===== src/rtl/dmi_pkg.sv =====
// dmi_pkg: shared constants and types for the DMI arbiter.
//   - default DMI field widths
//   - op encodings (NOP/READ/WRITE) and response encodings (OK/FAIL/BUSY)
//   - arbiter FSM state type
package dmi_pkg;

    localparam int DMI_DATA_BITS = 34;
    localparam int DMI_ADDR_BITS = 5;
    localparam int DMI_OP_BITS   = 2;

    localparam logic [1:0] DMI_OP_NOP   = 2'd0;
    localparam logic [1:0] DMI_OP_READ  = 2'd1;
    localparam logic [1:0] DMI_OP_WRITE = 2'd2;

    localparam logic [1:0] DMI_RESP_OK   = 2'd0;
    localparam logic [1:0] DMI_RESP_FAIL = 2'd2;
    localparam logic [1:0] DMI_RESP_BUSY = 2'd3;

    typedef enum logic [1:0] {
        ST_IDLE  = 2'd0,
        ST_ISSUE = 2'd1,
        ST_WAIT  = 2'd2,
        ST_RESP  = 2'd3
    } dmi_state_e;

endpackage


===== src/rtl/dmi_rr_picker.sv =====
// dmi_rr_picker: two-way round-robin grant selection (purely combinational).
// Ports:
//   valid[1:0]  in   request valids from requester 1/0
//   rr          in   preferred requester when both are valid
//   advance     in   grants are allowed this cycle
//   grant[1:0]  out  one-hot grant, all-zero when advance is low
module dmi_rr_picker (
    input  logic [1:0] valid,
    input  logic       rr,
    input  logic       advance,
    output logic [1:0] grant
);

    always_comb begin
        grant = 2'b00;
        if (advance) begin
            if (valid == 2'b11) begin
                grant = rr ? 2'b10 : 2'b01;
            end else begin
                grant = valid;
            end
        end
    end

endmodule


===== src/rtl/dmi_arbiter.sv =====
// dmi_arbiter: shares one debug-module DMI port between two requesters,
// one transaction outstanding at a time, round-robin between requesters.
// Optional feature macro: DMI_ARB_TIMEOUT_EN -- response timeout with a
// stale-response drain; when undefined, WAIT persists until the DM answers.
// Ports:
//   clock, reset                 sole clock; synchronous active-high reset
//   reqN_valid/ready/bits        requester N request, bits = {addr, data, op}
//   rspN_valid/ready/bits        requester N response, bits = {data, resp}
//   dm_req_valid/ready/bits      forwarded request to the debug module
//   dm_resp_valid/ready/bits     response from the debug module
//
// state | meaning
// IDLE  | no transaction; grant a requester (unless a stale response is pending)
// ISSUE | present registered request to the DM until accepted
// WAIT  | wait for the DM response (or timeout when enabled)
// RESP  | present registered response to the owning requester
module dmi_arbiter
    import dmi_pkg::*;
#(
    parameter int DEBUG_DATA_BITS = DMI_DATA_BITS,
    parameter int DEBUG_ADDR_BITS = DMI_ADDR_BITS,
    parameter int DEBUG_OP_BITS   = DMI_OP_BITS,
    parameter int TIMEOUT_CYCLES  = 255,
    localparam int REQ_W = DEBUG_OP_BITS + DEBUG_ADDR_BITS + DEBUG_DATA_BITS,
    localparam int RSP_W = DEBUG_OP_BITS + DEBUG_DATA_BITS
) (
    input  logic             clock,
    input  logic             reset,
    input  logic             req0_valid,
    output logic             req0_ready,
    input  logic [REQ_W-1:0] req0_bits,
    output logic             rsp0_valid,
    input  logic             rsp0_ready,
    output logic [RSP_W-1:0] rsp0_bits,
    input  logic             req1_valid,
    output logic             req1_ready,
    input  logic [REQ_W-1:0] req1_bits,
    output logic             rsp1_valid,
    input  logic             rsp1_ready,
    output logic [RSP_W-1:0] rsp1_bits,
    output logic             dm_req_valid,
    input  logic             dm_req_ready,
    output logic [REQ_W-1:0] dm_req_bits,
    input  logic             dm_resp_valid,
    output logic             dm_resp_ready,
    input  logic [RSP_W-1:0] dm_resp_bits
);

    localparam bit CFG_OK = (DEBUG_ADDR_BITS >= 5) && (DEBUG_ADDR_BITS <= 7)
                            && (TIMEOUT_CYCLES > 0);

    if (!CFG_OK) begin : g_bad_cfg
        $error("dmi_arbiter: DEBUG_ADDR_BITS must be 5..7 and TIMEOUT_CYCLES > 0");
    end

    dmi_state_e       state_q, state_d;
    logic             rr_q, rr_d;
    logic             owner_q, owner_d;
    logic [REQ_W-1:0] req_bits_q, req_bits_d;
    logic [RSP_W-1:0] rsp_bits_q, rsp_bits_d;
    logic             dm_req_valid_q, dm_req_valid_d;
    logic             dm_resp_ready_q, dm_resp_ready_d;
    logic             rsp0_valid_q, rsp0_valid_d;
    logic             rsp1_valid_q, rsp1_valid_d;
    logic             grant_en;
    logic [1:0]       grant;

`ifdef DMI_ARB_TIMEOUT_EN
    localparam int CNT_W = ($clog2(TIMEOUT_CYCLES + 1) > 8) ? $clog2(TIMEOUT_CYCLES + 1) : 8;
    localparam logic [CNT_W-1:0] CNT_LAST = CNT_W'(TIMEOUT_CYCLES - 1);

    logic [CNT_W-1:0] cnt_q, cnt_d;
    logic             stale_q, stale_d;

    // A late response to an abandoned request must be drained before the
    // next request is issued, otherwise it would be taken as that answer.
    assign grant_en = (state_q == ST_IDLE) && !reset && !stale_q;
`else
    assign grant_en = (state_q == ST_IDLE) && !reset;
`endif

    dmi_rr_picker u_picker (
        .valid   ({req1_valid, req0_valid}),
        .rr      (rr_q),
        .advance (grant_en),
        .grant   (grant)
    );

    // Ready is combinational so the grant handshake completes in the IDLE cycle.
    assign req0_ready    = grant[0];
    assign req1_ready    = grant[1];
    assign dm_req_valid  = dm_req_valid_q;
    assign dm_req_bits   = req_bits_q;
    assign dm_resp_ready = dm_resp_ready_q;
    assign rsp0_valid    = rsp0_valid_q;
    assign rsp1_valid    = rsp1_valid_q;
    assign rsp0_bits     = rsp_bits_q;
    assign rsp1_bits     = rsp_bits_q;

    always_comb begin
        state_d    = state_q;
        rr_d       = rr_q;
        owner_d    = owner_q;
        req_bits_d = req_bits_q;
        rsp_bits_d = rsp_bits_q;
`ifdef DMI_ARB_TIMEOUT_EN
        cnt_d      = cnt_q;
        stale_d    = stale_q;
`endif

        case (state_q)
            ST_IDLE: begin
                if (grant != 2'b00) begin
                    owner_d    = grant[1];
                    req_bits_d = grant[1] ? req1_bits : req0_bits;
                    rr_d       = ~grant[1];
                    state_d    = ST_ISSUE;
                end
            end
            ST_ISSUE: begin
                if (dm_req_valid_q && dm_req_ready) begin
                    state_d = ST_WAIT;
`ifdef DMI_ARB_TIMEOUT_EN
                    cnt_d   = '0;
`endif
                end
            end
            ST_WAIT: begin
                if (dm_resp_valid && dm_resp_ready_q) begin
                    rsp_bits_d = dm_resp_bits;
                    state_d    = ST_RESP;
                end
`ifdef DMI_ARB_TIMEOUT_EN
                else if (cnt_q == CNT_LAST) begin
                    rsp_bits_d = {{DEBUG_DATA_BITS{1'b0}}, DEBUG_OP_BITS'(DMI_RESP_FAIL)};
                    state_d    = ST_RESP;
                    stale_d    = 1'b1;
                    cnt_d      = '0;
                end else begin
                    cnt_d = cnt_q + 1'b1;
                end
`endif
            end
            ST_RESP: begin
                if (owner_q ? rsp1_ready : rsp0_ready) begin
                    state_d = ST_IDLE;
                end
            end
            default: state_d = ST_IDLE;
        endcase

`ifdef DMI_ARB_TIMEOUT_EN
        // Stale is never set in WAIT, so this does not collide with the timeout above.
        if (stale_q) begin
            if (dm_resp_valid && dm_resp_ready_q) begin
                stale_d = 1'b0;
            end else if (cnt_q == CNT_LAST) begin
                stale_d = 1'b0;
            end else begin
                cnt_d = cnt_q + 1'b1;
            end
        end
        dm_resp_ready_d = (state_d == ST_WAIT) || stale_d;
`else
        dm_resp_ready_d = (state_d == ST_WAIT);
`endif
        dm_req_valid_d = (state_d == ST_ISSUE);
        rsp0_valid_d   = (state_d == ST_RESP) && !owner_d;
        rsp1_valid_d   = (state_d == ST_RESP) && owner_d;
    end

    always_ff @(posedge clock) begin
        if (reset) begin
            state_q         <= ST_IDLE;
            rr_q            <= 1'b0;
            owner_q         <= 1'b0;
            req_bits_q      <= '0;
            rsp_bits_q      <= '0;
            dm_req_valid_q  <= 1'b0;
            dm_resp_ready_q <= 1'b0;
            rsp0_valid_q    <= 1'b0;
            rsp1_valid_q    <= 1'b0;
`ifdef DMI_ARB_TIMEOUT_EN
            cnt_q           <= '0;
            stale_q         <= 1'b0;
`endif
        end else begin
            state_q         <= state_d;
            rr_q            <= rr_d;
            owner_q         <= owner_d;
            req_bits_q      <= req_bits_d;
            rsp_bits_q      <= rsp_bits_d;
            dm_req_valid_q  <= dm_req_valid_d;
            dm_resp_ready_q <= dm_resp_ready_d;
            rsp0_valid_q    <= rsp0_valid_d;
            rsp1_valid_q    <= rsp1_valid_d;
`ifdef DMI_ARB_TIMEOUT_EN
            cnt_q           <= cnt_d;
            stale_q         <= stale_d;
`endif
        end
    end

endmodule


===== config.mk =====
export PLATFORM = sky130hd
export DESIGN_NAME = dmi_arbiter
export DESIGN_NICKNAME = d
export VERILOG_FILES = /design/src/rtl/dmi_pkg.sv /design/src/rtl/dmi_rr_picker.sv /design/src/rtl/dmi_arbiter.sv
export SDC_FILE = /design/constraint.sdc
export NUM_CORES = 1
export LEC_CHECK = 0
export CAP_MARGIN = 20
export CORE_UTILIZATION = 36
export DETAILED_ROUTE_END_ITERATION = 6
export PLACE_DENSITY_LB_ADDON = 0.3
export SLEW_MARGIN = 30
export SYNTH_ARGS = -nofsm -noshare
export SYNTH_HDL_FRONTEND = slang
export SYNTH_SLANG_ARGS = --single-unit

===== constraint.sdc =====
create_clock -name clock -period 2.45 [get_ports clock]
set_input_delay 0.3675 -clock clock [delete_from_list [all_inputs] [get_ports clock]]
set_output_delay 0.3675 -clock clock [all_outputs]
set_load 0.03 [all_outputs]

==> flow_summary.toml <==
[run_status]
status = "completed"

[power_and_ir_drop]
peakVddDrop_mv = 0.3225
p_clk_frac = 0.324
cellLeakagePower_uw = 0.002214
comb_power_share = 0.232
p_seq_frac = 0.444
p_int_uw = 2462
swShare = 0.2775
switching_power_uw = 945.3
powerDensity_nw_per_um2 = 549.3

[synthesis]
netlist_top_cells_area = "dfxtp_1, buf_4, nand2_1"
synth-compound-area-share = 0.2097
synthDistinctLibCells = 30
syn_nets = 550
seq_area_frac_synth = 0.4607
synth_simple_gate_area_frac = 0.2022
yosysTopAreaCell = "dfxtp_1"
synth_top_family_by_area = "compound AO/OA/AOI/OAI gates"
synth_mux_area_frac = 0.002710
ys_seq_elements = 85
synth_top_area_share = 0.4607
syn_area_per_cell_um2 = 8.711
syn-cell-area_um2 = 3694
synthXorXnorAreaFrac = 0
yosys_warnings = 0
synth-adder-area-share = 0
syn-instance-count = 424

[sta]
worst_pin_slew_ns = 0.5701
slew_headroom = 0.6199
slew_violations = 0
setup_tns_ns = 0
period_needed_ns = 2.278
setup_violations = 0
finalCritPeriodShare = 0.9298
rsz0062_at_grt = "no"
hold_viol_final = 0
fin_skew_ns = 0.01531
fmax_mhz = 439.0

[die]
die_y_um = 103.3
rows = 36
die_w_um = 103.3
ioPinCount = 245
core_um2 = 9864
die-area_um2 = 10670
start_util = 0.3744

[clock_network]
hold_buffers = 0
insertion_delay_ns = 0.36
cts_buffers = 9
htreeDepth = 3
numClockSinks = 85
cts_setup_buffers = 0
cts_tree = "built"
cts_resized = 0
clkTransAtPathRegs_ns = 0.08
max-clock-path-buffers = 2
root_buffer = "clkbuf_8"

[critical_path]
cp-start-kind = "input pin"
arrival_ns = 1.91
path_max_fanout = 2
reg2reg_depth = 4
critical_path_required_ns = 2.08
path_class = "input pin to primary output"
end_kind = "primary output"

[global_route]
grtUsageTotal = 0.2185
overflow = 0
use_met3 = 0.06384
antenna_found_initial = 0
grt_pass1_wl_um = 17840
grt_pass1_vias = 3594
use_met2 = 0.3836
grt_max_degree = 60
met1_usage = 0.2497
grt-busiest-layer = "met2"

[placed_design]
gp_congestion = 0.8383
port_buffers = 244
dp_hpwl_um = 8602

[drt]
firstDrtPassIters = 4
vias = 3910
drc = 0
vias_per_cell = 5.172
wl_per_cell_um = 15.71
wirelength_um = 11880
postRouteAntennaNets = 0
dr.first_iter.drc_count = 127

[final_layout]
drive_above_1_share = 0.06100
fin_util = 0.6287
num_antenna_cells = 0
areaGrowthSynthToFinish_pct = 67.92
nets = 745

[run]
max_cap_violations = 0

[hold_path]
min_path_type = "input pin to flop"
hold_depth = 2
-- metal layers --
layer / vias up / part of all wire
met2: 180 / 0.50
met4: 0 / 0.016
met3: 13 / 0.082
li1: 1890 / -
met1: 1827 / 0.40
met5: - / 0
-- registers in the layout, summed over array words and instances, names as in the netlist --
name           cells
dm_req_bits       41
state_q            2
rsp1_valid         1
rsp0_bits         36
owner_q            1
rr_q               1
rsp0_valid         1
dm_resp_ready      1
dm_req_valid       1
-- stage by stage --
stage	worst slack (ns)	hold WS [ns]	std cells	power [uW]	instance area [um2]
after floorplan	0.5960	0.4827	424	1908	3694
after global placement	0.2238	0.4555	741	2320	5981
after detailed placement	0.1710	0.4628	741	2331	5981
after CTS	0.1741	0.3485	756	3436	6202
after global routing	0.1340	0.3676	756	3554	6202
final	0.1719	0.3788	756	3407	6202
-- worst paths after layout --
check	from	slack (ns)	to
max	req1_valid	0.17	req1_ready
min	reset	0.38	dm_req_bits[15]$_SDFFE_PP0P_
max reg2reg	state_q[0]$_SDFF_PP0_	0.59	rsp1_valid$_SDFF_PP0_
min reg2reg	rsp0_bits[6]$_SDFFE_PP0P_	0.47	rsp0_bits[6]$_SDFFE_PP0P_
-- Yosys cell counts (all sizes together) --
cell type / instances
dfxtp: 85
nand2: 74
buf: 47
a21oi: 39
clkbuf: 28
a221o: 23
and3: 23
a311oi: 20
nor4: 19
o21ai: 19
nand3: 18
nor2: 4
a21o: 3
inv: 3
nor3b: 3
a211oi: 2
and4b: 2
nor2b: 2
or3b: 2
a2111oi: 1
a31oi: 1
mux2i: 1
nand3b: 1
nand4b: 1
o31ai: 1
or2: 1
or3: 1
-- placed cells by master, fill, tap and decap left out --
cell / synthesis / layout
buf_2: 2 / 1
a2111oi_4: 1 / 1
o21ai_0: 19 / 19
nand2_1: 74 / 74
nand4b_1: 1 / 1
bufinv_16: 0 / 2
mux2i_1: 1 / 1
dfxtp_1: 85 / 85
nor2_1: 4 / 4
a211oi_1: 2 / 2
nand3b_1: 1 / 1
nor3b_1: 3 / 2
clkbuf_8: 0 / 10
and3_1: 23 / 23
a31oi_1: 1 / 1
a311oi_1: 20 / 20
o31ai_1: 1 / 1
buf_12: 0 / 1
or2_2: 1 / 1
inv_1: 3 / 3
a21oi_1: 39 / 37
a21oi_2: 0 / 2
a221o_1: 23 / 23
nor3b_2: 0 / 1
or3_1: 1 / 1
nand3_1: 18 / 18
buf_4: 38 / 16
a21o_1: 3 / 3
clkinvlp_4: 0 / 2
and4b_1: 2 / 2
or3b_1: 2 / 2
nor2b_1: 2 / 2
inv_6: 0 / 1
clkdlybuf4s50_1: 0 / 241
nor4_1: 19 / 19
-- critical path, stage by stage --
cell and delay [ns]:
clkdlybuf4s50_1 0.50, or3b_1 0.37, or3_1 0.39, inv_1 0.12
buf_4 0.17
-- cells by family (layout without fill, tap and decap cells) --
group | Yosys count | in the layout
mux | 1 | 1
buf+inv | 78 | 277
flops | 85 | 85
simple gates | 151 | 151
compound gates | 109 | 109
-- area by class of cell --
class,count,area (um2)
Clock inverter,5,83.83
Sequential cell,85,1702
Timing Repair Buffer,259,2557
Fill cell,806,3662
Tap cell,133,166.4
Clock buffer,10,137.6
Multi-Input combinational cell,261,1544
Inverter,3,11.26
-- power groups by stage --
stage / clock, uW / sequential, uW / combinational (uW)
after floorplan: 0 / 1670 / 234
after global placement: 0 / 1540 / 778
after detailed placement: 0 / 1540 / 790
after CTS: 1130 / 1510 / 793
after global routing: 1190 / 1520 / 840
final: 1100 / 1510 / 791
(Power assumes the default switching activity.)
